### config.mk
export PLATFORM = sky130hd
export DESIGN_NAME = button_debouncer
export DESIGN_NICKNAME = d
export VERILOG_FILES = /design/src/rtl/button_debouncer_pkg.sv /design/src/rtl/button_debouncer_cell.sv /design/src/rtl/button_debouncer.sv
export SDC_FILE = /design/constraint.sdc
export NUM_CORES = 1
export LEC_CHECK = 0
export ABC_AREA = 1
export BUFFER_PORTS_ARGS = -buffer_cell sky130_fd_sc_hd__buf_4
export CAP_MARGIN = 15
export CORE_AREA = 4 4 65 67
export DETAILED_ROUTE_END_ITERATION = 10
export DIE_AREA = 0 0 69 71
export HOLD_SLACK_MARGIN = 0.02
export PLACE_DENSITY = 0.72
export SYNTH_ARGS = -nofsm -noshare
export SYNTH_HDL_FRONTEND = slang
export SYNTH_SLANG_ARGS = --single-unit
### constraint.sdc
create_clock -name clk -period 3.23 [get_ports clk]
set_input_delay 0.1615 -clock clk [delete_from_list [all_inputs] [get_ports clk]]
set_output_delay 0.1615 -clock clk [all_outputs]
set_load 0.05 [all_outputs]
### src/rtl/button_debouncer_pkg.sv
// Shared state encoding and decode helpers for the button debouncer.
// The include guard lets this file be pulled in by several compilation units.
`ifndef BUTTON_DEBOUNCER_PKG_SV
`define BUTTON_DEBOUNCER_PKG_SV

package button_debouncer_pkg;

    // Bit 1 of the encoding is the debounced level; bit 0 marks the stable states' neighbours.
    typedef enum logic [1:0] {
        DB_STABLE_LO = 2'b00,
        DB_PEND_HI   = 2'b01,
        DB_STABLE_HI = 2'b11,
        DB_PEND_LO   = 2'b10
    } db_state_e;

    function automatic logic db_is_pending(input db_state_e s);
        return (s == DB_PEND_HI) || (s == DB_PEND_LO);
    endfunction

    function automatic logic db_level(input db_state_e s);
        return (s == DB_STABLE_HI) || (s == DB_PEND_LO);
    endfunction

endpackage

`endif

### src/rtl/button_debouncer_cell.sv
// One debounce channel: synchroniser chain, 4-state debounce FSM and stability counter.
// Optional auto-repeat gaps while held high are enabled with `define AUTOREPEAT_EN.
module button_debouncer_cell
    import button_debouncer_pkg::*;
#(
    parameter int SYNC_STAGES   = 2,
    parameter int CNT_W         = 20,
    parameter int STABLE_CYCLES = 500000,
    parameter int REPEAT_DELAY  = 1000000,
    parameter int REPEAT_PERIOD = 250000
) (
    input  logic      clk,
    input  logic      rst,
    input  logic      raw,
    output logic      level,
    output db_state_e state
);

    localparam logic [CNT_W-1:0] STABLE_LAST = CNT_W'(STABLE_CYCLES - 1);

    if (SYNC_STAGES < 2 || STABLE_CYCLES < 1 || REPEAT_DELAY < 1 || REPEAT_PERIOD < 2
        || STABLE_CYCLES > (2 ** CNT_W) - 1) begin : g_cfg_err
        $error("button_debouncer_cell: illegal parameter combination");
    end

    logic [SYNC_STAGES-1:0] sync_q;
    logic                   s;
    db_state_e              state_q, state_d;
    logic [CNT_W-1:0]       cnt_q, cnt_d;

    assign s = sync_q[SYNC_STAGES-1];

`ifdef AUTOREPEAT_EN
    localparam logic [CNT_W-1:0] DELAY_LAST  = CNT_W'(REPEAT_DELAY - 1);
    localparam logic [CNT_W-1:0] PERIOD_LAST = CNT_W'(REPEAT_PERIOD - 1);

    logic [CNT_W-1:0] rcnt_q, rcnt_d;
    logic             gap_q, gap_d;
    logic             rep_phase_q, rep_phase_d;
`endif

    // State register, counters and synchroniser.
    always_ff @(posedge clk) begin
        if (rst) begin
            sync_q  <= '0;
            state_q <= DB_STABLE_LO;
            cnt_q   <= '0;
`ifdef AUTOREPEAT_EN
            rcnt_q      <= '0;
            gap_q       <= 1'b0;
            rep_phase_q <= 1'b0;
`endif
        end else begin
            sync_q  <= {sync_q[SYNC_STAGES-2:0], raw};
            state_q <= state_d;
            cnt_q   <= cnt_d;
`ifdef AUTOREPEAT_EN
            rcnt_q      <= rcnt_d;
            gap_q       <= gap_d;
            rep_phase_q <= rep_phase_d;
`endif
        end
    end

    // Next-state and counter update.
    always_comb begin
        state_d = state_q;
        cnt_d   = cnt_q;
        case (state_q)
            DB_STABLE_LO: begin
                if (s) begin
                    state_d = DB_PEND_HI;
                    cnt_d   = '0;
                end
            end
            DB_PEND_HI: begin
                if (!s) begin
                    state_d = DB_STABLE_LO;
                end else if (cnt_q == STABLE_LAST) begin
                    state_d = DB_STABLE_HI;
                end else begin
                    cnt_d = cnt_q + 1'b1;
                end
            end
            DB_STABLE_HI: begin
                if (!s) begin
                    state_d = DB_PEND_LO;
                    cnt_d   = '0;
                end
            end
            DB_PEND_LO: begin
                if (s) begin
                    state_d = DB_STABLE_HI;
                end else if (cnt_q == STABLE_LAST) begin
                    state_d = DB_STABLE_LO;
                end else begin
                    cnt_d = cnt_q + 1'b1;
                end
            end
            default: begin
                state_d = DB_STABLE_LO;
                cnt_d   = '0;
            end
        endcase
    end

`ifdef AUTOREPEAT_EN
    // Repeat counter only runs while the channel stays in STABLE_HI; the first
    // interval is REPEAT_DELAY, every later one REPEAT_PERIOD.
    always_comb begin
        rcnt_d      = '0;
        gap_d       = 1'b0;
        rep_phase_d = 1'b0;
        if (state_q == DB_STABLE_HI && state_d == DB_STABLE_HI) begin
            rep_phase_d = rep_phase_q;
            if (rcnt_q == (rep_phase_q ? PERIOD_LAST : DELAY_LAST)) begin
                gap_d       = 1'b1;
                rep_phase_d = 1'b1;
            end else begin
                rcnt_d = rcnt_q + 1'b1;
            end
        end
    end
`endif

    // Outputs decode registered state only.
    always_comb begin
        state = state_q;
`ifdef AUTOREPEAT_EN
        level = db_level(state_q) & ~gap_q;
`else
        level = db_level(state_q);
`endif
    end

endmodule

### src/rtl/button_debouncer.sv
// WIDTH independent push-button debouncers with a shared busy flag.
// Auto-repeat while held is enabled by `define AUTOREPEAT_EN.
module button_debouncer
    import button_debouncer_pkg::*;
#(
    parameter int WIDTH         = 1,
    parameter int SYNC_STAGES   = 2,
    parameter int CNT_W         = 20,
    parameter int STABLE_CYCLES = 500000,
    parameter int REPEAT_DELAY  = 1000000,
    parameter int REPEAT_PERIOD = 250000
) (
    input  logic             clk,
    input  logic             rst,
    input  logic [WIDTH-1:0] in,
    output logic [WIDTH-1:0] out,
    output logic             busy
);

    db_state_e        cell_state [WIDTH];
    logic [WIDTH-1:0] pend;

    for (genvar i = 0; i < WIDTH; i++) begin : g_ch
        button_debouncer_cell #(
            .SYNC_STAGES  (SYNC_STAGES),
            .CNT_W        (CNT_W),
            .STABLE_CYCLES(STABLE_CYCLES),
            .REPEAT_DELAY (REPEAT_DELAY),
            .REPEAT_PERIOD(REPEAT_PERIOD)
        ) u_cell (
            .clk  (clk),
            .rst  (rst),
            .raw  (in[i]),
            .level(out[i]),
            .state(cell_state[i])
        );

        assign pend[i] = db_is_pending(cell_state[i]);
    end

    // Every pend bit is a decode of a state flop, so busy carries no path from in.
    assign busy = |pend;

endmodule

# --- After elaboration in Yosys (flattened, before gate mapping) ---
# Cells that the tools add are included.
word_totals:
  out_inout_bits: 2
  regBits: 24
  inputBits: 3
  wordCells: 32
classes:
  eq_ne: 10
  reduce_logical: 5
  muxes: 13
  addsub: 1
ops:
  columns: ["op", "count"]
  rows:
  - ["20-bit two-way mux", 5]
  - ["20-bit one-hot mux with 4 select lines", 1]
  - ["20-bit by 1-bit adder with 20-bit output, second input constant", 1]
  - ["20-bit by 19-bit equality test with 1-bit output, second input constant", 1]
  - ["2-bit two-way mux", 6]
  - ["2-bit one-hot mux with 4 select lines", 1]
  - ["4-bit AND reduction", 2]
  - ["2-bit equality test, second input constant", 2]
  - ["2-bit by 1-bit inequality test with 1-bit output, second input constant", 2]
  - ["2-bit inequality test, second input constant", 2]
  - ["3-bit by 1-bit inequality test with 1-bit output, second input constant", 1]
  - ["3-bit inequality test, second input constant", 1]
  - ["2-bit by 1-bit equality test with 1-bit output, second input constant", 1]
  - ["2-bit zero test", 1]
  - ["1-bit logical OR", 2]

# --- Depth between registers and ports, before layout ---
depth:
  ltp_word: 4
  ltp_mapped: 12
  depth_no_buf: 12

# --- Modules after synthesis ---
# Synthesis repeated with hierarchy kept, for this count alone.
hier_totals:
  hier_cells: 270
  hier_area_um2: 1706.6
modules_own_cells:
  columns: ["mod", "area_each_um2", "cells_per_inst", "n_inst", "seq_area_each_um2"]
  rows:
  - ["button_debouncer_cell", 1687.9, 265, 1, 480.5]
  - ["button_debouncer", 18.8, 5, 1, 0.0]

# --- Worst setup path after synthesis ---
# OpenSTA, ideal clock, no wires.
synth_timing:
  path_kind: "register to register"
  from: "reg g_ch[0].u_cell.state_q[0]"
  to: "reg g_ch[0].u_cell.cnt_q[6]"
  setup_time_ns: 0.069
  path_slack_ns: 1.298
  path_buffers: 2
  period_less_slack_ns: 1.932
  path_stages_with_launch: 9
  arrival_time_ns: 1.863
  t_required_ns: 3.161
  cell_sequence: "dfxtp_1 inv_1 ha_1 clkbuf_2 inv_1 clkbuf_1 nor2_1 nand3_1 a21oi_2"
synth_between:
  elab_chain_len: 3
  word_cells_on_any_way: 10
  classes_between: "eq/ne: 7; mux: 1; reduce/logical: 2"
synth_rtl:
  columns: ["item", "line_no", "rtl"]
  rows:
  - ["start: declaration", "button_debouncer_cell.sv:28", "db_state_e state_q, state_d;"]
  - ["start signal: assignment", "button_debouncer_cell.sv:55", "state_q <= state_d;"]
  - ["2-bit equality test, or another cell as far along", "button_debouncer_cell.sv:69", "case (state_q)"]
  - ["2-bit inequality test (no line) / 2-bit by 1-bit inequality test with 1-bit output (equally long branches)", null, null]
  - ["4-bit AND reduction (no line)", null, null]
  - ["end signal: assignment", "button_debouncer_cell.sv:56", "cnt_q <= cnt_d;"]
  - ["end: declaration", "button_debouncer_cell.sv:29", "logic [CNT_W-1:0] cnt_q, cnt_d;"]
# Parallel ways exist; a longest one is shown, timed or not.
# A chain may end at the register's enable or synchronous reset.

# --- Final worst setup path ---
layout_timing:
  from: "reg g_ch[0].u_cell.cnt_q[0]"
  to: "reg g_ch[0].u_cell.cnt_q[18]"
layout_between:
  elab_chain_len: 4
  word_cells_on_any_way: 6
  classes_between: "add/sub: 1; eq/ne: 1; mux: 4"
layout_rtl:
  columns: ["item", "line_no"]
  rows:
  - ["20-bit by 1-bit adder with 20-bit output / 20-bit by 19-bit equality test with 1-bit output (equally long branches)", null]
  - ["20-bit two-way mux *", "button_debouncer_cell.sv:79, button_debouncer_cell.sv:94"]
  - ["20-bit two-way mux (on tied branches)", "button_debouncer_cell.sv:92, button_debouncer_cell.sv:77"]
  - ["20-bit one-hot mux with 4 select lines *", "button_debouncer_cell.sv:69"]
# Mark *: on every way between the ends. The rest lies on a longest branch, timed or not. The select of a mux whose other input is x is not followed.

==> run_results.csv <==
group,metric,value,unit
status,outcome,"finished clean",
global_route,grt_pass1_wl,7017,µm
global_route,number_of_global_route_vias_before_repair,1607,
hold_path,hold_start,"in",
route,highest-signal-layer,"met4",
yosys,yosys.area.top_type_share,0.2741,
global_route,gr-usage-all-layers,0.1712,
sta,finalHoldViolCount,0,
final_layout,fin_util,0.5079,
critical_path,timing.critical_path.cells,"ha_1 > nand3_2 > clkinv_2 > nand3_2 > nor2_4 > nand2_4 > nand2_8 > nand2_1 > inv_2 > nand2_1 > nand2_1",
cts,cts.path.max_buffers,2,
hold_path,holdPathStages,3,
yosys,syn_avg_cell_area,6.066,µm²
critical_path,worst_ep_arrival_time,2100,ps
sta,timing.final.crit_period,1887,ps
critical_path,worst_setup_path_startpoint,"g_ch[0].u_cell.cnt_q[0]$_SDFFE_PP0P_",
sta,fin_crit_sh,0.5842,
place,post-dp-hpwl,3011,µm
yosys,post_synth_fa_ha_maj_area_fraction,0.04283,
critical_path,largest_stage_delay_worst_path,420,ps
route,detailedRoute.firstIterationViolations,98,
route,route.vias.total,1720,
critical_path,worst_path_most_repeated_cell,"sky130_fd_sc_hd__nand2_1",
critical_path,critical_path.slowest_cell,"sky130_fd_sc_hd__dfxtp_1",
route,wl_per_cell,11.66,µm
yosys,synth_cells,289,
critical_path,worst_r2r_endpoint,"g_ch[0].u_cell.cnt_q[18]$_SDFFE_PP0P_",
final_layout,layout-drive-gt1-share,0.1000,
cts,cts.repair_timing.setup_buffer_count,0,
floorplan,number_of_primary_i_o_pins,5,
cts,clock_tree_from_tritoncts,"built",
critical_path,required_time_of_the_critical_path,3440,ps
route,drtAntennaViolNets,0,
cts,htreeDepth,1,
yosys,synth_top_family_by_area,"simple AND/OR/NAND/NOR gates",
yosys,synthXorXnorAreaFrac,0.01499,
cts,clockRootBuffer,"sky130_fd_sc_hd__clkbuf_8",
power,vdd.ir_drop.worst,603.9,µV
hold_path,timing.hold.worst.class,"input port to register",
yosys,ys_warn_count,0,
critical_path,ff2ff_path_depth,11,
yosys,ys_types,28,
final_layout,num_antenna_cells,0,
cts,cts_num_sinks,24,
global_route,grt_max_degree,20,
hold_path,min_delay_worst_endpoint,"g_ch[0].u_cell.sync_q[0]$_SDFF_PP0_",
floorplan,core_region_area,3633,µm²
route,detail_route.drc_violations,0,
cts,cts.hold.buffers_added,0,
cts,resized_after_cts,0,
critical_path,critical_path.top_delay_family,"simple AND/OR/NAND/NOR gates",
route,routed_wirelength,3942,µm
sta,finalMaxSlewViolations,0,
final_layout,final_std_cells_w_o_fill,338,
sta,timing_worst_slew_pin_value,577.7,ps
global_route,grt_overflow_total,0,
route,routed_via_density,5.089,
route,met2RoutedLength,1825,µm
place,placed_cells_incl_taps,335,
cts,worst_skew_pair_latency,260,ps
floorplan,chipWidth,69,µm
global_route,grt_antenna_before_repair,0,
yosys,synth_area,1753,µm²
critical_path,startpoint_class_of_the_critical_path,"register",
power,power_leakage,0.7243,nW
place,portBuffers,4,
critical_path,critical_path_class,"register to register",
critical_path,worstPathMaxFanout,17,
flow_run,timing.max_cap.violations,0,
critical_path,worst_setup_slack_for_register_to_register_paths,1340,ps
cts,cts.clk_slew.worst_paths,80,ps
yosys,synth_fp_nets,298,
route,wl_met3,155,µm
place,place.gp.congestion,0.8771,
cts,cts_made_buffers,3,
sta,top_achievable_clock_speed,529.9,MHz
sta,totalNegativeSetupSlack,0,ps
floorplan,die_h,71,µm
route,first_pass_iters,4,
route,met1_length,1903,µm
sta,finish_stage_setup_viols,0,
floorplan,effective_utilization_at_floorplan,0.4824,
yosys,synth_compound_gate_area_share,0.1071,
power,power_density,527.4,nW/µm²
yosys,ys_ff_latch,24,
final_layout,layout.nets,301,
floorplan,floorplan.die_area,4899,µm²
yosys,synth.yosys.seq_area_share,0.2741,
yosys,post_synth_main_area_contributors,"sky130_fd_sc_hd__dfxtp_1 (27%), sky130_fd_sc_hd__nand2_1 (20%), sky130_fd_sc_hd__nor2_1 (9.6%)",
critical_path,timing.critical_path.to_type,"register",
critical_path,regToRegStartpoint,"g_ch[0].u_cell.cnt_q[0]$_SDFFE_PP0P_",
floorplan,row_count,22,
yosys,synth_top_area_cell,"sky130_fd_sc_hd__dfxtp_1",
sta,timing.max_slew.rel_slack,0.6119,
sta,timing.clock.skew,2.597,ps
critical_path,buf_inv_stages_crit_path,2,
final_layout,layout-area-overhead-vs-synth,5.282,%
yosys,post_synth_mux_area_share,0,
yosys,basic_gate_share_of_the_synthesized_area_counting_and_or_nand_and_nor_cells,0.4547,
sta,grt_setup_unrepaired,"false",
-- registers in the layout, summed over array words and instances (netlist names) --
signal / flops
g_ch.u_cell.cnt_q: 20
g_ch.u_cell.state: 2
g_ch.u_cell.sync_q: 2
-- cells by family after synthesis --
kind of cell    after synthesis
compound gates               29
xor+xnor                      3
fa+ha+maj                     6
buf+inv                      45
flops                        24
simple gates                182
-- layout make-up --
type	instances	area, µm²
Inverter	39	147.6
Sequential cell	24	480.5
Multi-Input combinational cell	220	1086
Tap cell	48	60.06
Timing Repair Buffer	4	30.03
Clock buffer	3	41.29
Fill cell	396	1788
-- worst min-delay path, delay by kind of cell --
kind / cells / cell delay (ps)
buffers and inverters: 2 / 100
AND/OR/NAND/NOR: 1 / 70
-- worst max-delay path by stage --
stage                     cells after the start  slack, ps                                     to
after floorplan                               8       1300   g_ch[0].u_cell.cnt_q[6]$_SDFFE_PP0P_
final                                        11       1340  g_ch[0].u_cell.cnt_q[18]$_SDFFE_PP0P_
after detailed placement                     11       1370  g_ch[0].u_cell.cnt_q[18]$_SDFFE_PP0P_
after CTS                                    11       1340  g_ch[0].u_cell.cnt_q[18]$_SDFFE_PP0P_
after global routing                         11       1190  g_ch[0].u_cell.cnt_q[18]$_SDFFE_PP0P_
after global placement                       11       1360  g_ch[0].u_cell.cnt_q[18]$_SDFFE_PP0P_
-- cells in the final DEF (no fill, tap or decap), drive strengths merged, types with 3 or more instances in the layout --
| master | instances |
|---|---|
| nand2 | 98 |
| xor2 | 3 |
| nand3 | 22 |
| ha | 6 |
| nor2 | 47 |
| nand4 | 9 |
| clkbuf | 3 |
| buf | 4 |
| nor3 | 4 |
| a21oi | 18 |
| inv | 37 |
| dfxtp | 24 |
| o21ai | 9 |
-- metrics by stage --
stage	power, mW	hold WS, ps	instance area, µm²	setup WS (ps)
2_1_floorplan	0.7352	268.5	1753	1298
3_3_place_gp	0.8088	370.8	1804	1362
3_5_place_dp	0.8037	375.3	1804	1372
4_1_cts	0.9836	95.76	1846	1343
5_1_grt	1.055	104.5	1846	1187
6_report	0.9734	102.3	1846	1343
-- synth_stat cells, drive strengths merged --
cell	instances
nor3	4
nand3b	2
o21bai	2
nand2	98
xor2	3
dfxtp	24
nand4	9
a21oi	18
inv	37
buf	2
ha	6
clkinv	2
nor2	47
o21ai	9
clkbuf	4
nand3	22
-- report_power, final --
group / internal, mW / switching, mW
clock network: 0.0834 / 0.0925
logic: 0.113 / 0.347
registers: 0.315 / 0.0224
-- layer usage --
layer,global-route usage,up-vias
met5,0,-
met4,0.04772,0
met3,0.02273,7
met2,0.2945,28
met1,0.2246,776
li1,-,909
Power figures use the tool's default switching activity.
